## src/rtl/pdp8_operate_sequencer.sv

```systemverilog
// pdp8_operate_sequencer: multi-cycle PDP-8 operate microinstruction executor with start/ready/done handshake
module pdp8_operate_sequencer #(
  parameter int WORD_WIDTH = 12,
  parameter bit MODEL_8E   = 1'b1
) (
  input  logic                  clk,
  input  logic                  rst_n,
  input  logic                  start,
  output logic                  ready,
  input  logic [11:0]           i_reg,
  input  logic [WORD_WIDTH-1:0] ac_in,
  input  logic                  l_in,
  input  logic [WORD_WIDTH-1:0] sr_in,
  output logic                  done,
  output logic [WORD_WIDTH-1:0] ac_out,
  output logic                  l_out,
  output logic                  skip,
  output logic                  halt,
  output logic                  illegal
);
  localparam int W = WORD_WIDTH;
  localparam int H = WORD_WIDTH / 2;
  typedef enum logic [3:0] {
    IDLE, G1_CLR, G1_CMP, G1_INC, G1_ROT1, G1_ROT2, G2_SKP, G2_CLR, G2_OSR, FIN
  } state_t;
  state_t state, state_nx;
  logic [W-1:0] ac, ac_nx;
  logic l, l_nx, skp, skp_nx;
  logic [8:0] ir, op;
  logic g2, g3, ral, rar, bsw, cond, unused_opcode;
  logic [W:0] lac, rot;
  assign unused_opcode = ^i_reg[11:9];
  assign op   = (state == IDLE) ? i_reg[8:0] : ir;
  assign g2   = op[8] & ~op[0];
  assign g3   = op[8] & op[0];
  assign ral  = op[2];
  assign rar  = op[3];
  assign bsw  = MODEL_8E & op[1];
  assign lac  = {l, ac};
  assign rot  = (ral & ~rar) ? {ac, l} :
                (rar & ~ral) ? {ac[0], l, ac[W-1:1]} :
                (bsw & ~ral & ~rar) ? {l, ac[H-1:0], ac[W-1:H]} : lac;
  assign cond = (op[6] & ac[W-1]) | (op[5] & ~|ac) | (op[4] & l);
  // state register
  always_ff @(posedge clk or negedge rst_n) begin
    if (!rst_n) state <= IDLE;
    else        state <= state_nx;
  end
  // event-order sequencing: every step of a group is always traversed
  always_comb begin
    state_nx = state;
    case (state)
      IDLE:    state_nx = !start ? IDLE : g3 ? FIN : g2 ? G2_SKP : G1_CLR;
      G1_CLR:  state_nx = G1_CMP;
      G1_CMP:  state_nx = G1_INC;
      G1_INC:  state_nx = G1_ROT1;
      G1_ROT1: state_nx = G1_ROT2;
      G1_ROT2: state_nx = FIN;
      G2_SKP:  state_nx = G2_CLR;
      G2_CLR:  state_nx = G2_OSR;
      G2_OSR:  state_nx = FIN;
      default: state_nx = IDLE;
    endcase
  end
  // handshake outputs decoded from state
  always_comb begin
    ready = (state == IDLE);
    done  = (state == FIN);
  end
  // per-step datapath update of the working link/accumulator
  always_comb begin
    ac_nx  = ac;
    l_nx   = l;
    skp_nx = skp;
    case (state)
      IDLE: begin
        ac_nx  = start ? ac_in : ac;
        l_nx   = start ? l_in : l;
        skp_nx = start ? 1'b0 : skp;
      end
      G1_CLR: begin
        ac_nx = op[7] ? '0 : ac;
        l_nx  = op[6] ? 1'b0 : l;
      end
      G1_CMP: begin
        ac_nx = op[5] ? ~ac : ac;
        l_nx  = op[4] ? ~l : l;
      end
      G1_INC:  {l_nx, ac_nx} = op[0] ? lac + (W+1)'(1) : lac;
      G1_ROT1: {l_nx, ac_nx} = rot;
      G1_ROT2: {l_nx, ac_nx} = (bsw & (ral ^ rar)) ? rot : lac;
      G2_SKP:  skp_nx = op[3] ? ~cond : cond;
      G2_CLR:  ac_nx = op[7] ? '0 : ac;
      G2_OSR:  ac_nx = op[2] ? ac | sr_in : ac;
      default: ac_nx = ac;
    endcase
  end
  // working registers, instruction captured on accept
  always_ff @(posedge clk or negedge rst_n) begin
    if (!rst_n) begin
      ac  <= '0;
      l   <= 1'b0;
      skp <= 1'b0;
      ir  <= '0;
    end else begin
      ac  <= ac_nx;
      l   <= l_nx;
      skp <= skp_nx;
      ir  <= (state == IDLE && start) ? i_reg[8:0] : ir;
    end
  end
  // results published on entry to FIN and held until the next completion
  always_ff @(posedge clk or negedge rst_n) begin
    if (!rst_n) begin
      ac_out  <= '0;
      l_out   <= 1'b0;
      skip    <= 1'b0;
      halt    <= 1'b0;
      illegal <= 1'b0;
    end else if (state_nx == FIN) begin
      ac_out  <= ac_nx;
      l_out   <= l_nx;
      skip    <= skp_nx;
      halt    <= g2 & op[1];
      illegal <= g3 | (~op[8] & ral & rar);
    end
  end
endmodule

```

## config.mk

```make
export PLATFORM = sky130hd
export DESIGN_NAME = pdp8_operate_sequencer
export DESIGN_NICKNAME = d
export VERILOG_FILES = /design/src/rtl/pdp8_operate_sequencer.sv
export SDC_FILE = /design/constraint.sdc
export NUM_CORES = 1
export LEC_CHECK = 0
export CELL_PAD_IN_SITES_DETAIL_PLACEMENT = 2
export CELL_PAD_IN_SITES_GLOBAL_PLACEMENT = 2
export CORE_ASPECT_RATIO = 0.5
export CORE_MARGIN = 2
export CORE_UTILIZATION = 34
export DETAILED_ROUTE_END_ITERATION = 16
export PLACE_DENSITY = 0.9
export SYNTH_ARGS = -nofsm -noshare
export SYNTH_HDL_FRONTEND = slang
export SYNTH_SLANG_ARGS = --single-unit
```

## constraint.sdc

```tcl
create_clock -name clk -period 9.94 [get_ports clk]
set_input_delay 1.988 -clock clk [delete_from_list [all_inputs] [get_ports clk]]
set_output_delay 1.988 -clock clk [all_outputs]
set_load 0.05 [all_outputs]
```

### Word level (Yosys, flattened, before mapping)

Index checks and enable logic that the tools add are counted.

* word-level logic and storage cells: 74
* input bits: 40
* output and inout bits: 18
* register bits after elaboration: 43

* bitwise operators: 25
* reductions and logical operators: 6
* multiplexer cells: 22
* add/sub/neg operators: 1
* equal/unequal tests: 10

Operators with widths (count)
* $pmux 12 s7: 1
* $mux 12: 5
* $mux 13: 4
* $pmux 4 s8: 1
* $eq 4x3->1 const B: 4
* $add 13x1->13 const B: 1
* $and 1x1->1: 13
* $eq 4x4->1 const B: 3
* $not 12->12: 1
* $or 12x12->12: 1
* $reduce_or 12->1: 1
* $mux 9: 1
* $eq 4x2->1 const B: 2
* $mux 4: 2
* $not 1->1: 6
* $pmux 1 s6: 1
* $mux 1: 5
* $eq 4x1->1 const B: 1
* $logic_not 4->1: 1
* $reduce_or 2->1: 2
* $mux 3: 1
* $or 1x1->1: 3
* $pmux 1 s2: 1
* $logic_and 1x1->1: 1
* 2 further kinds: 2

### Longest topological paths before layout

* word-level depth: 10
* depth in mapped cells: 14
* mapped depth without buffers: 11

### Least setup slack after synthesis

Ideal clock, no wire load.

* path kind: input port to flip-flop
* start point: input i_reg[3]
* end point: register ac_out[0]
* stages on the path: 8
* data arrival time: 3.931 ns
* required time: 9.815 ns
* buffers on the path: 0
* setup time: 0.125 ns
* path slack: 5.884 ns
* cell sequence: mux2i_1 inv_1 ha_1 nand2b_1 nand2_1 a41oi_1 or4_4 mux2_2

* cells in the longest elaborated chain, start to end: 8
* elaborated cells on any way between the ends: 12
* classes of those cells: mux (6); bitwise (6)

Ends and longest elaborated chain
* from (decl): RTL line 10 `input logic [11:0] i_reg,`
* $mux 9 *: RTL line 33 `assign op = (state == IDLE) ? i_reg[8:0] : ir;`
* $not 1->1: RTL line 40, 42
* $and 1x1->1: RTL line 42 `(bsw & ~ral & ~rar) ? {l, ac[H-1:0], ac[W-1:H]} : lac;`
* $mux 12: RTL line 42
* $mux 13: RTL line 41 `(rar & ~ral) ? {ac[0], l, ac[W-1:1]} :`
* $mux 13: RTL line 40 `assign rot = (ral & ~rar) ? {ac, l} :`
* $mux 13: RTL line 91 `G1_ROT2: {l_nx, ac_nx} = (bsw & (ral ^ rar)) ? rot : lac;`
* $pmux 12 s7 *: RTL line 75 `case (state)`
* net ac_nx[0]: RTL line 27 `logic [W-1:0] ac, ac_nx;`
* to (signal assigned): RTL line 121 `ac_out <= ac_nx;`
* to (decl): RTL line 15 `output logic [WORD_WIDTH-1:0] ac_out,`

Mark *: on every way through the listed nets, which the timed path passes. The rest lies on a longest branch.
A chain may end at the register's enable or synchronous reset.

### Final worst setup path

* start point: input i_reg[3]
* end point: register ac_out[4]

* cells in the longest elaborated chain, start to end: 8
* elaborated cells on any way between the ends: 12
* classes of those cells: mux (6); bitwise (6)

Ends and longest elaborated chain (RTL line)
* $mux 9 *: 33
* $not 1->1: 40, 42
* $and 1x1->1: 42
* $mux 12: 42
* $mux 13: 41
* $mux 13: 40
* $mux 13: 91
* $pmux 12 s7 *: 75

Mark *: on every way between the ends. The rest lies on a longest branch, timed or not.

==> metrics.txt <==
# TYPE chip_impl_metric gauge
chip_impl_info{name="status",value="finished, final reports clean"} 1
chip_impl_metric{name="cp_data_arrival_time",unit="ns"} 5.40
chip_impl_metric{name="fmax",unit="GHz"} 0.193
chip_impl_metric{name="synth.ff_latch_count",unit=""} 43
chip_impl_metric{name="placement_rows",unit=""} 26
chip_impl_metric{name="sw_ratio",unit=""} 0.558
chip_impl_metric{name="clk_latency",unit="ns"} 0.30
chip_impl_metric{name="gr-usage-all-layers",unit=""} 0.292
chip_impl_metric{name="synth-edff-count",unit=""} 0
chip_impl_metric{name="remaining_drc_errors",unit=""} 0
chip_impl_metric{name="floorplan_die_width",unit="um"} 150
chip_impl_metric{name="drive_above_1_share",unit=""} 0.0806
chip_impl_metric{name="synth.net_count",unit=""} 504
chip_impl_metric{name="reg2reg_depth",unit=""} 10
chip_impl_metric{name="cts_buffers",unit=""} 5
chip_impl_metric{name="cts_setup_buffers",unit=""} 0
chip_impl_metric{name="area_growth",unit="%"} 21.1
chip_impl_metric{name="grt_first_pass_wirelength",unit="um"} 25400
chip_impl_metric{name="wirelength",unit="um"} 16300
chip_impl_metric{name="static_leakage",unit="nW"} 1.71
chip_impl_metric{name="max_slew_margin",unit=""} 0.200
chip_impl_metric{name="ir_drop",unit="V"} 0.000137
chip_impl_metric{name="avgViaCountPerCell",unit=""} 6.45
chip_impl_metric{name="postSynth.asyncResetShare",unit=""} 1.00
chip_impl_metric{name="timing.hold.worst_path_depth",unit=""} 2
chip_impl_info{name="synth_top_flop_cell",value="dfrtp_1"} 1
chip_impl_metric{name="post_synthesis_mux_area_share",unit=""} 0.0764
chip_impl_metric{name="synth_area_in_compound_gates",unit=""} 0.299
chip_impl_info{name="clock_tree.root_cell",value="clkbuf_16"} 1
chip_impl_metric{name="gpl.final_weighted_congestion",unit=""} 0.903
chip_impl_metric{name="synthesis.area_per_instance",unit="um^2"} 7.88
chip_impl_info{name="cp_cell_sequence",value="clkdlybuf4s50_1 > mux2i_1 > ha_1 > nor4bb_1 > o211ai_1 > a22oi_1 > a2111o_1 > nor3_1 > a21oi_1"} 1
chip_impl_metric{name="cts_resizes",unit=""} 0
chip_impl_metric{name="r2r_slack",unit="ns"} 5.28
chip_impl_info{name="worst_path_dominant_cell_family",value="simple AND/OR/NAND/NOR gates"} 1
chip_impl_info{name="worst_r2r_endpoint",value="ac_out[4]"} 1
chip_impl_info{name="timing.critical_path.slowest_stage_cell",value="nor4bb_1"} 1
chip_impl_info{name="timing.hold.worst.class",value="flip-flop to flip-flop"} 1
chip_impl_metric{name="overflow",unit=""} 0
chip_impl_metric{name="ys_types",unit=""} 72
chip_impl_metric{name="layout.nets",unit=""} 528
chip_impl_metric{name="sequentialPowerShare",unit=""} 0.250
chip_impl_metric{name="placeableCoreArea",unit="um^2"} 10300
chip_impl_metric{name="cts.reportedPaths.clkPinSlew",unit="ns"} 0.07
chip_impl_metric{name="post-route-period-util",unit=""} 0.521
chip_impl_metric{name="synthXorXnorAreaFrac",unit=""} 0.0121
chip_impl_info{name="yosys.area.top_type",value="dfrtp_1"} 1
chip_impl_info{name="synth.area.top_cells",value="dfrtp_1 30%, a21oi_1 6.6%, nand2_1 5.0%"} 1
chip_impl_metric{name="total_negative_setup_slack",unit="ns"} 0
chip_impl_metric{name="routed-via-count",unit=""} 4025
chip_impl_metric{name="detailedRoute.firstPassIterationCount",unit=""} 5
chip_impl_metric{name="cts.htree.levels",unit=""} 2
chip_impl_metric{name="die_h",unit="um"} 76.9
chip_impl_metric{name="critical_path_peak_fanout",unit=""} 19
chip_impl_metric{name="delay_of_the_slowest_critical_path_stage",unit="ns"} 1.02
chip_impl_info{name="rr_startpoint",value="state[3]"} 1
chip_impl_metric{name="placement.io_buffers",unit=""} 54
chip_impl_metric{name="placed_cells_incl_taps",unit=""} 616
chip_impl_metric{name="synthAdderAreaFrac",unit=""} 0.0173
chip_impl_metric{name="final_period_minus_worst_setup_slack",unit="ns"} 5.18
chip_impl_metric{name="internal_power",unit="uW"} 762
chip_impl_metric{name="max-cap-violations",unit=""} 0
chip_impl_metric{name="worst_ep_required_time",unit="ns"} 10.16
chip_impl_metric{name="synthCells",unit=""} 459
chip_impl_info{name="grt_setup_unrepaired",value="false"} 1
chip_impl_metric{name="worst_pin_slew",unit="ns"} 1.17
chip_impl_metric{name="ys_warnings",unit=""} 0
chip_impl_metric{name="buffers_plus_inverters_on_the_worst_setup_path",unit=""} 1
chip_impl_info{name="end_kind",value="flip-flop"} 1
chip_impl_metric{name="grt_max_degree",unit=""} 44
chip_impl_metric{name="report.final.setup_viol",unit=""} 0
chip_impl_metric{name="synth-simple-area-share",unit=""} 0.230
chip_impl_metric{name="holdBufCountCts",unit=""} 0
chip_impl_metric{name="drt.antenna.violating_nets",unit=""} 0
chip_impl_metric{name="num_io_pins",unit=""} 58
chip_impl_metric{name="antenna_found_initial",unit=""} 0
chip_impl_metric{name="initial_utilization",unit=""} 0.352
chip_impl_info{name="hold_end",value="ir[7]"} 1
chip_impl_metric{name="grt_pass1_vias",unit=""} 4218
chip_impl_metric{name="seq_area_frac_synth",unit=""} 0.297
chip_impl_metric{name="yosys.area.top_type_share",unit=""} 0.297
chip_impl_metric{name="finClkSkew",unit="ns"} 0.00652
chip_impl_metric{name="finalHoldWorstSlack",unit="ns"} 0.491
chip_impl_metric{name="timing.final.hold_violations",unit=""} 0
chip_impl_metric{name="synth_area",unit="um^2"} 3620
chip_impl_info{name="dominant_combinational_cell_family_by_area_after_synthesis",value="compound AO/OA/AOI/OAI gates"} 1
chip_impl_metric{name="pwr_density_cell",unit="nW/um^2"} 393
chip_impl_metric{name="place_hpwl",unit="um"} 11200
chip_impl_metric{name="floorplan.die_area",unit="um^2"} 11500
chip_impl_info{name="hold_path_startpoint",value="ir[7]"} 1
chip_impl_metric{name="fin_cells",unit=""} 624
chip_impl_metric{name="power.net_switching",unit="uW"} 961
chip_impl_metric{name="wl_per_cell",unit="um"} 26.0
chip_impl_metric{name="detail_route.iter0.violations",unit=""} 359
chip_impl_info{name="cts_tree",value="yes"} 1
chip_impl_info{name="class_of_the_most_critical_setup_path",value="input pin to flip-flop"} 1
chip_impl_info{name="worst_setup_path_start_kind",value="input pin"} 1
chip_impl_metric{name="comb_power_share",unit=""} 0.635
chip_impl_metric{name="clock_power_share",unit=""} 0.115
chip_impl_metric{name="clock_sinks",unit=""} 43
chip_impl_metric{name="num_antenna_cells",unit=""} 0
chip_impl_metric{name="slew_violations",unit=""} 0
chip_impl_metric{name="clk_path_buf_depth",unit=""} 2
## power groups by stage
stage | Combinational [mW] | Clock (mW) | Sequential, mW
after floorplan | 0.699 | 0 | 0.407
after global placement | 1.00 | 0 | 0.415
after detailed placement | 1.05 | 0 | 0.421
after CTS | 1.07 | 0.201 | 0.423
after global routing | 1.18 | 0.208 | 0.443
final | 1.09 | 0.197 | 0.431
## cells in the final DEF, fill, tap and decap left out, types with 5 or more instances in the layout
master / n
clkdlybuf4s50_1: 53
a21oi_1: 48
nand2_1: 48
dfrtp_1: 43
nor2_1: 30
inv_1: 19
o21ai_0: 19
nor3_1: 18
mux2i_1: 15
mux2_2: 10
a31oi_1: 10
nand2b_1: 9
nand4_1: 8
nor4_1: 8
nand3_1: 7
buf_4: 7
o32ai_1: 5
a21o_1: 5
a32oi_1: 5
a211oi_1: 5
o211ai_1: 5
ha_1: 5
clkbuf_16: 5
## state kept, by name, summed over array words and instances (netlist names)
register,flops
ac_out,12
ir,9
state,4
l,1
ac,12
l_out,1
skp,1
halt,1
skip,1
illegal,1
## worst max path at each step
| stage | startpoint | end | cells past startpoint |
|---|---|---|---|
| final | i_reg[3] | ac_out[4] | 9 |
| after global routing | i_reg[3] | ac_out[4] | 9 |
| after CTS | i_reg[3] | ac_out[4] | 9 |
| after detailed placement | i_reg[3] | ac_out[4] | 9 |
| after global placement | i_reg[3] | ac_out[4] | 9 |
| after floorplan | i_reg[3] | ac_out[0] | 8 |
## cells in the mapped netlist (5+ instances only)
cell and count:
a21o_1 5, a31oi_1 10, o21ai_0 19, buf_2 6, o211ai_1 5, mux2i_1 15
nor3_1 18, nand2_1 48, dfrtp_1 43, inv_1 19, mux2_2 10, nand2b_1 9
a211oi_1 5, a21oi_1 48, nor2_1 30, buf_1 7, ha_1 5, nor4_1 8
nand4_1 8, a32oi_1 5, o32ai_1 5, clkbuf_1 30, nand3_1 7
## routing by layer
metal	vias up	GRT usage	wire length, um
met5	-	0	0
met4	0	0.107	508
met3	44	0.0827	1290
met2	194	0.426	6990
met1	2017	0.408	7470
li1	1770	-	-
## cells by family after synthesis
family	Yosys count
buffers and inverters	63
muxes	26
xor gates and xnor gates	5
adders and majority gates	5
AOI/OAI and AO/OA	157
and+or+nand+nor	160
DFF	43
## tightest hold or removal path: cells and delay by family (launching register included)
family / cells / cell delay, ns
flops: 1 / 0.35
simple gates: 2 / 0.12
## final cells by class
type / instances / area, um^2
fillers: 1185 / 5900
multi-input cells: 353 / 2300
flip-flops and latches: 43 / 1080
repair buffers: 61 / 588
well taps: 140 / 175
clock buffers: 5 / 125
inverters: 19 / 71.3
clock inverters: 3 / 43.8
## metrics by stage
| step | setup WS (ns) | utilization | cell area [um^2] | power, mW |
|---|---|---|---|---|
| floorplan | 5.88 | - | 3620 | 1.11 |
| global placement | 4.83 | 0.410 | 4210 | 1.42 |
| detailed placement | 4.68 | 0.410 | 4210 | 1.47 |
| CTS | 4.84 | 0.426 | 4380 | 1.70 |
| global route | 4.44 | 0.426 | 4380 | 1.83 |
| finish | 4.76 | 0.426 | 4380 | 1.72 |
No activity file was read; power rests on OpenSTA's default activity.
